### src/rtl/spi_mem_arb_pkg.sv
// spi_mem_arb_pkg: shared state encoding and owner constants for the SPI memory arbiter
package spi_mem_arb_pkg;
  typedef enum logic [1:0] {IDLE = 2'd0, ISSUE = 2'd1, WAIT = 2'd2} state_t;
  localparam logic OWNER_A = 1'b0;
  localparam logic OWNER_B = 1'b1;
endpackage

### src/rtl/arb_starve_counter.sv
// arb_starve_counter: saturating wait counter flagging when port B has waited MAX_WAIT cycles
module arb_starve_counter #(
  parameter int MAX_WAIT = 8
) (
  input  logic clk,
  input  logic rst,
  input  logic inc,
  input  logic clr,
  output logic at_max
);
  logic [7:0] cnt;
  assign at_max = cnt == 8'(MAX_WAIT);
  always_ff @(posedge clk)
    if (rst || clr) cnt <= '0;
    else if (inc && !at_max) cnt <= cnt + 8'd1;
endmodule

### src/rtl/spi_mem_arbiter.sv
// spi_mem_arbiter: fixed-priority two-port arbiter for the SPI data memory with starvation override for port B
module spi_mem_arbiter
  import spi_mem_arb_pkg::*;
#(
  parameter int ADDR_WIDTH = 7,
  parameter int DATA_WIDTH = 8,
  parameter int MAX_WAIT = 8
) (
  input  logic                  clk,
  input  logic                  reset,
  input  logic                  a_req,
  input  logic                  a_we,
  input  logic [ADDR_WIDTH-1:0] a_addr,
  input  logic [DATA_WIDTH-1:0] a_wdata,
  output logic                  a_ack,
  output logic [DATA_WIDTH-1:0] a_rdata,
  input  logic                  b_req,
  input  logic                  b_we,
  input  logic [ADDR_WIDTH-1:0] b_addr,
  input  logic [DATA_WIDTH-1:0] b_wdata,
  output logic                  b_ack,
  output logic [DATA_WIDTH-1:0] b_rdata,
  output logic [ADDR_WIDTH-1:0] mem_addr,
  output logic [DATA_WIDTH-1:0] mem_din,
  output logic                  mem_we,
  input  logic [DATA_WIDTH-1:0] mem_dout,
  output logic                  busy,
  output logic                  owner
);
  state_t state, state_nxt;
  logic lat_we, lat_we_nxt, elig_a, elig_b, grant, win_b, at_max, b_inflight;
  logic a_ack_nxt, b_ack_nxt, mem_we_nxt, busy_nxt, owner_nxt;
  logic [ADDR_WIDTH-1:0] mem_addr_nxt;
  logic [DATA_WIDTH-1:0] mem_din_nxt, a_rdata_nxt, b_rdata_nxt;
  arb_starve_counter #(.MAX_WAIT(MAX_WAIT)) u_starve (
    .clk(clk),
    .rst(reset),
    .inc(b_req && !(grant && win_b) && !b_inflight),
    .clr(!b_req || (grant && win_b)),
    .at_max(at_max)
  );
  always_ff @(posedge clk)
    if (reset) begin
      state <= IDLE;
      lat_we <= 1'b0;
      owner <= OWNER_A;
      a_ack <= 1'b0;
      b_ack <= 1'b0;
      a_rdata <= '0;
      b_rdata <= '0;
      mem_addr <= '0;
      mem_din <= '0;
      mem_we <= 1'b0;
      busy <= 1'b0;
    end else begin
      state <= state_nxt;
      lat_we <= lat_we_nxt;
      owner <= owner_nxt;
      a_ack <= a_ack_nxt;
      b_ack <= b_ack_nxt;
      a_rdata <= a_rdata_nxt;
      b_rdata <= b_rdata_nxt;
      mem_addr <= mem_addr_nxt;
      mem_din <= mem_din_nxt;
      mem_we <= mem_we_nxt;
      busy <= busy_nxt;
    end
  always_comb begin
    elig_a = a_req && !a_ack && !(state == WAIT && owner == OWNER_A);
    elig_b = b_req && !b_ack && !(state == WAIT && owner == OWNER_B);
    win_b = elig_b && (at_max || !elig_a);
    grant = state != ISSUE && (elig_a || elig_b);
    state_nxt = state == ISSUE ? WAIT : grant ? ISSUE : IDLE;
  end
  always_comb begin
    b_inflight = owner == OWNER_B && state != IDLE;
    owner_nxt = grant ? win_b : owner;
    lat_we_nxt = grant ? (win_b ? b_we : a_we) : lat_we;
    mem_we_nxt = grant && (win_b ? b_we : a_we);
    mem_addr_nxt = grant ? (win_b ? b_addr : a_addr) : mem_addr;
    mem_din_nxt = grant ? (win_b ? b_wdata : a_wdata) : mem_din;
    a_ack_nxt = state == WAIT && owner == OWNER_A;
    b_ack_nxt = state == WAIT && owner == OWNER_B;
    a_rdata_nxt = a_ack_nxt && !lat_we ? mem_dout : a_rdata;
    b_rdata_nxt = b_ack_nxt && !lat_we ? mem_dout : b_rdata;
    busy_nxt = state_nxt != IDLE;
  end
endmodule

### config.mk
export PLATFORM = sky130hd
export DESIGN_NAME = spi_mem_arbiter
export DESIGN_NICKNAME = d
export VERILOG_FILES = /design/src/rtl/spi_mem_arb_pkg.sv /design/src/rtl/arb_starve_counter.sv /design/src/rtl/spi_mem_arbiter.sv
export SDC_FILE = /design/constraint.sdc
export NUM_CORES = 1
export LEC_CHECK = 0
export CAP_MARGIN = 10
export CORE_MARGIN = 1.5
export CORE_UTILIZATION = 40
export CTS_CLUSTER_SIZE = 30
export DETAILED_ROUTE_END_ITERATION = 10
export GPL_TIMING_DRIVEN = 0
export HOLD_SLACK_MARGIN = 0.12
export PLACE_DENSITY = 0.76
export SLEW_MARGIN = 20
export SYNTH_ARGS = -nofsm -noshare
export SYNTH_HDL_FRONTEND = slang
export SYNTH_SLANG_ARGS = --single-unit
### constraint.sdc
create_clock -name clk -period 1.6 [get_ports clk]
set_input_delay 0.16 -clock clk [delete_from_list [all_inputs] [get_ports clk]]
set_output_delay 0.16 -clock clk [all_outputs]
set_load 0.01 [all_outputs]
==> results of run 1 <==
## routing by layer
metal / up-vias / share of wire [%] / wire length [µm] / GRT usage (%)
met5: - / 0 / 0 / 0
met3: 12 / 5.7 / 373 / 5.60
met2: 85 / 49 / 3200 / 34.8
met1: 1055 / 44 / 2880 / 28.5
li1: 1095 / - / - / -
met4: 0 / 1.9 / 128 / 10.9
## power breakdown
part | internal [mW] | switching [mW]
Sequential | 1.24 | 0.0513
Clock | 0.393 | 0.405
Combinational | 0.411 | 0.318
Total | 2.04 | 0.774
## cells in the mapped netlist (2+ instances only)
master	number	area share (%)
clkbuf_8	4	2.5
o21a_1	2	0.69
buf_6	4	2.1
buf_8	2	1.4
nor2_1	16	2.8
nand3_1	18	4.1
nand2_1	34	5.9
nor3_1	2	0.46
xnor2_1	3	1.2
clkbuf_1	4	0.69
a311oi_1	15	6.0
or2b_1	2	0.69
nand4_1	3	0.86
a21oi_1	34	7.8
dfxtp_1	47	43
a2111oi_0	2	0.80
ha_1	2	1.1
o21ai_0	16	3.7
nand2b_1	4	1.1
inv_1	4	0.69
xor2_1	3	1.2
## worst min-delay path: cells and delay by family
kind                   cells  cell delay (ps)
buffers and inverters      1              420
AOI/OAI and AO/OA          1               50
and+or+nand+nor            1               60
## flip-flops by register name, summed over array words and instances, names as in the netlist
signal and count:
state 2, b_rdata 8, mem_we 1, mem_addr 7, u_starve.cnt 8, lat_we 1, a_rdata 8, owner 1
busy 1, mem_din 8, b_ack 1, a_ack 1
## path summary, 6_finish.rpt
path	end	slack [ps]	cells after the start
max	u_starve.cnt[2]	-210	9
min reg2reg	a_rdata[3]	460	2
max reg2reg	u_starve.cnt[2]	-210	9
min	b_rdata[7]	430	3
## logic make-up after synthesis
logic type      Yosys count  synth area share [%]
compound gates           77                  23.8
xor+xnor                  6                  2.41
fa+ha+maj                 2                  1.15
buf+inv                  20                  7.76
flops                    47                  43.2
mux                       1                 0.460
simple gates             89                  21.2
## area by class of cell
class	instances	share of cell area (%)
Sequential cell	47	27.3
Inverter	4	0.573
Clock inverter	1	0.215
Tap cell	70	2.51
Timing Repair Buffer	101	28.1
Buffer	16	4.40
Multi-Input combinational cell	176	34.1
Clock buffer	7	2.76
## timing repair
| item | CTS | global route |
|---|---|---|
| hold buffers | 0 | 0 |
| hold endpoints to repair | 0 | 0 |
| setup buffers | 26 | 11 |
| pin swaps | 24 | 22 |
| endpoints found under the setup margin | 31 | 34 |
| gates resized for setup | 27 | 24 |
| gates cloned | 2 | 0 |
==> out/qor.yml, run 1 <==
result_of_the_run: "finished, violations left"
violations: "setup timing"
rsz_0062_raised_after_global_routing: "yes"
finalHoldViolations: 0
power_density_mw_per_mm2: 806
setup.worst_path.end_class: "flop"
crit_type: "reg -> reg"
dp_worst_setup_slack_ps: -410
min-delay-path-class: "in -> reg"
clock_tree.buffer_depth: 2
final_util_pct: 67.6
drt_first_pass_iters: 4
timing.hold.ws_ps: 429
drt_wl_total_um: 6580
drv_slew: 0
die_h_um: 76.8
finalSetupTns_ps: -3470
cp.required_ps: 1800
synth.cell_area_mm2: 0.00218
ratio_of_cells_with_drive_above_1_in_the_final_layout_pct: 22.2
max_clock_freq_ghz: 0.551
worstSetupStartpoint: "u_starve.cnt[1]"
endpoint_arrival_time_on_the_critical_path_ps: 2020
worst_path_max_delay_cell: "dfxtp_4"
diodes: 0
synth_seq_cells: 47
mostFrequentLayoutCell: "clkdlybuf4s50_1"
crit_buf_inv: 4
finish.cell_count_without_fillers: 422
final_critical_path_setup_slack_ps: -215
ioPinCount: 80
cts_sinks: 47
dpl.hpwl_um: 4130
floorplan.rows: 26
place.detailed.instances: 391
synth_sequential_area_ratio_pct: 43.2
die_outline_width_um: 76.8
yosys.cell_types.count: 42
layout.nets: 397
critPathLaunchType: "flop"
global_route.overflow_total: 0
register_area_um2: 953
worst_hold_startpoint: "mem_dout[7]"
max_slew_margin_pct: 62.2
cts_buffer_count: 5
total_leakage_power_nw: 1.24
place_congestion: 0.835
cts.htree.levels: 2
worstReg2RegStart: "u_starve.cnt[1]"
clock_tree_from_tritoncts: "done"
ir_drop_mv: 0.468
power_mw: 2.82
final.period_utilization_pct: 113
global_route_wire_length_before_repair_um: 10500
core_area_mm2: 0.00517
tightestPinTransition_ps: 553
avgRoutedWirePerCell_um: 15.6
global_route.usage.total_pct: 22.3
fillerInstances: 419
synthesis_to_finish_area_growth_pct: 60.6
initial_utilization_pct: 42.1
worstSkewPairLatency_ps: 300
setup-violations-final: 26
synth_ff_type: "dfxtp_1"
drcViolationCount: 0
cpPeakStageDelay_ps: 360
fin_worst_skew_ps: 6.27
number_of_synthesized_flops_with_an_enable_pin: 0
grt_max_degree: 15
syn-instance-count: 242
worst-path-max-fanout: 8
synth-warning-count: 0
clock_pin_slew_reported_for_the_worst_setup_and_hold_paths_after_clock_tree_synthesis_ps: 90
critical-path-top-cell-by-count: "buf_4"
number_of_global_route_vias_before_repair: 2105
multi_input_comb_area_mm2: 0.00119
synth_nets: 288
drt-vias-per-instance: 5.32
async_reset_ff_share_pct: 0
final_cell_area_mm2: 0.00350
layout_min_cycle_time_ps: 1810
routed_via_count: 2247
cts.root.buffer_cell: "clkbuf_8"
placed_cell_area_mm2: 0.00307
grt_antenna_before_repair: 0
drv.max_cap_violation_count: 0
critical_path.cell_chain: "inv_4 -> ha_4 -> nor4b_4 -> buf_4 -> a211oi_4 -> buf_4 -> o311ai_4 -> buf_12 -> nor2_1"
buffer_ports.inserted: 79
die-area_mm2: 0.00589
path_delay_family: "buffers and inverters"
syn_area_per_cell_um2: 9.00
drt_first_iter_violations: 113
mostFrequentLayoutCells: "79 x clkdlybuf4s50_1, 41 x dfxtp_1, 34 x nand2_1, 34 x a21oi_1"
drtAntennaViolNets: 0
Note: power is estimated with default switching activity, not from simulation.
==> run 2, diff against run 1 <==
Settings changed: ABC_AREA set to 0, CORE_ASPECT_RATIO set to 1.5.
==> run 2 against run 1 <==
The flow still finishes with violations (setup timing). Clock-buffer cell count shrank 1. Critical endpoint is now mem_din[5]. Core utilization decreased by 2.1 points. Non-clock buffer count shrank 10.
==> out/qor.yml, run 2 (same netlist as run 1, synthesis figures left out) <==
cp.depth: 9
swShare_pct: 27.4
power_report.internal_total_mw: 1.96
drcViolationCount: 0
finish.cell_count_without_fillers: 409
violations: "setup timing"
layout.nets: 387
initial_utilization_pct: 41.8
floorplan.rows: 32
clockPowerShare_pct: 26.7
drv_slew: 0
max_slew_margin_pct: 65.2
drt_wl_total_um: 6270
number_of_global_route_vias_before_repair: 2175
power_density_mw_per_mm2: 792
core_area_mm2: 0.00520
critical_path.cell_chain: "inv_4 -> ha_4 -> nor4b_4 -> buf_4 -> a211oi_4 -> buf_6 -> buf_6 -> o21ai_2 -> a311oi_2"
global_route.overflow_total: 0
dpl.hpwl_um: 4200
place_congestion: 0.805
final_critical_path_setup_slack_ps: -123
finalSetupTns_ps: -1920
fillerInstances: 429
drt-vias-per-instance: 5.41
setup.worst_path.end_class: "flop"
die_h_um: 93.4
finalHoldViolations: 0
cts_buffer_count: 5
worst-path-max-fanout: 6
endpoint_arrival_time_on_the_critical_path_ps: 1930
min_path_cells: 3
clock_pin_slew_reported_for_the_worst_setup_and_hold_paths_after_clock_tree_synthesis_ps: 90
cts_sinks: 47
ir_drop_mv: 0.485
avgRoutedWirePerCell_um: 15.3
clock_tree.buffer_depth: 2
path_delay_family: "compound AO/OA/AOI/OAI gates"
rsz_0062_raised_after_global_routing: "yes"
cp.required_ps: 1810
drv.max_cap_violation_count: 0
drt_first_iter_violations: 98
grt_max_degree: 14
mostFrequentLayoutCells: "79 x clkdlybuf4s50_1, 42 x dfxtp_1, 34 x nand2_1"
routed_via_count: 2212
grt_antenna_before_repair: 0
dp_worst_setup_slack_ps: -395
global_route.usage.total_pct: 21.3
cpPeakStageDelay_ps: 370
drt_first_pass_iters: 4
fin_worst_skew_ps: 7.29
p_seq_share_pct: 47.7
worstSkewPairLatency_ps: 300
crit_buf_inv: 4
ff2ff_path_depth: 9
critPathLaunchType: "flop"
result_of_the_run: "finished, violations left"
final_util_pct: 65.5
critical-path-top-cell-by-count: "buf_6"
drtAntennaViolNets: 0
netSwitchingPower_mw: 0.739
layout_min_cycle_time_ps: 1720
diodes: 0
cts.root.buffer_cell: "clkbuf_8"
die-area_mm2: 0.00590
place.detailed.instances: 389
clock_tree_from_tritoncts: "done"
ioPinCount: 80
total_leakage_power_nw: 1.18
tightestPinTransition_ps: 520
setup-violations-final: 24
buffer_ports.inserted: 79
mostFrequentLayoutCell: "clkdlybuf4s50_1"
global_route_wire_length_before_repair_um: 10100
worst_path_max_delay_cell: "dfxtp_4"
min-delay-path-class: "in -> reg"
final.period_utilization_pct: 108
cts.hold.buffers_added: 0
combinationalPowerShare_pct: 25.5
crit_type: "reg -> reg"
die_outline_width_um: 63.2
ratio_of_cells_with_drive_above_1_in_the_final_layout_pct: 20.2
cts.htree.levels: 2
synthesis_to_finish_area_growth_pct: 56.6
max_clock_freq_ghz: 0.580
-- run 2: power by group through the flow --
| stage | registers, mW | logic, mW | clock network, mW |
|---|---|---|---|
| 6_report | 1.29 | 0.690 | 0.722 |
| 5_1_grt | 1.30 | 0.737 | 0.776 |
| 4_1_cts | 1.29 | 0.670 | 0.731 |
| 3_5_place_dp | 1.32 | 0.610 | 0 |
| 3_3_place_gp | 1.32 | 0.601 | 0 |
| 2_1_floorplan | 1.34 | 0.287 | 0 |
-- run 2: path summary, 6_finish.rpt --
path | start | endpoint | slack (ps)
max reg2reg | u_starve.cnt[0] | mem_din[5] | -120
min | mem_dout[4] | a_rdata[4] | 440
min reg2reg | a_rdata[6] | a_rdata[6] | 460
max | u_starve.cnt[0] | mem_din[5] | -120
-- run 2: through the flow --
stage / hold slack [ps] / power, mW / instance area [µm²]
floorplan: 293 / 1.62 / 2190
global placement: 441 / 1.92 / 3060
detailed placement: 448 / 1.93 / 3060
CTS: 441 / 2.69 / 3350
global route: 459 / 2.81 / 3410
finish: 440 / 2.70 / 3410
-- run 2: cell type report --
type	instances	area [µm²]	share of cell area [%]
Multi-Input combinational cell	176	1200	35.3
Sequential cell	47	955	28.0
Timing Repair Buffer	92	908	26.6
Buffer	15	150	4.40
Tap cell	68	85.1	2.50
Clock buffer	6	82.6	2.42
Inverter	4	20.0	0.587
Clock inverter	1	5.00	0.147
-- run 2: layer usage --
metal | global-route usage (%) | share of wire (%) | wire length, µm | vias up
li1 | - | - | - | 1072
met2 | 41.0 | 56 | 3510 | 61
met1 | 23.9 | 38 | 2410 | 1070
met5 | 0 | 0 | 0 | -
met4 | 6.34 | 1.4 | 87 | 0
met3 | 3.01 | 4.2 | 263 | 9
-- run 2: repair_timing --
item	in CTS	in global routing
pin swaps	15	9
gates resized for setup	27	18
cloned	2	0
setup buffers	11	1
endpoints found under the setup margin	34	34
-- run 2: tightest hold or removal path, cell delays in order --
cell and delay, ps:
clkdlybuf4s50_1 420, nand2_1 70, a21oi_1 50
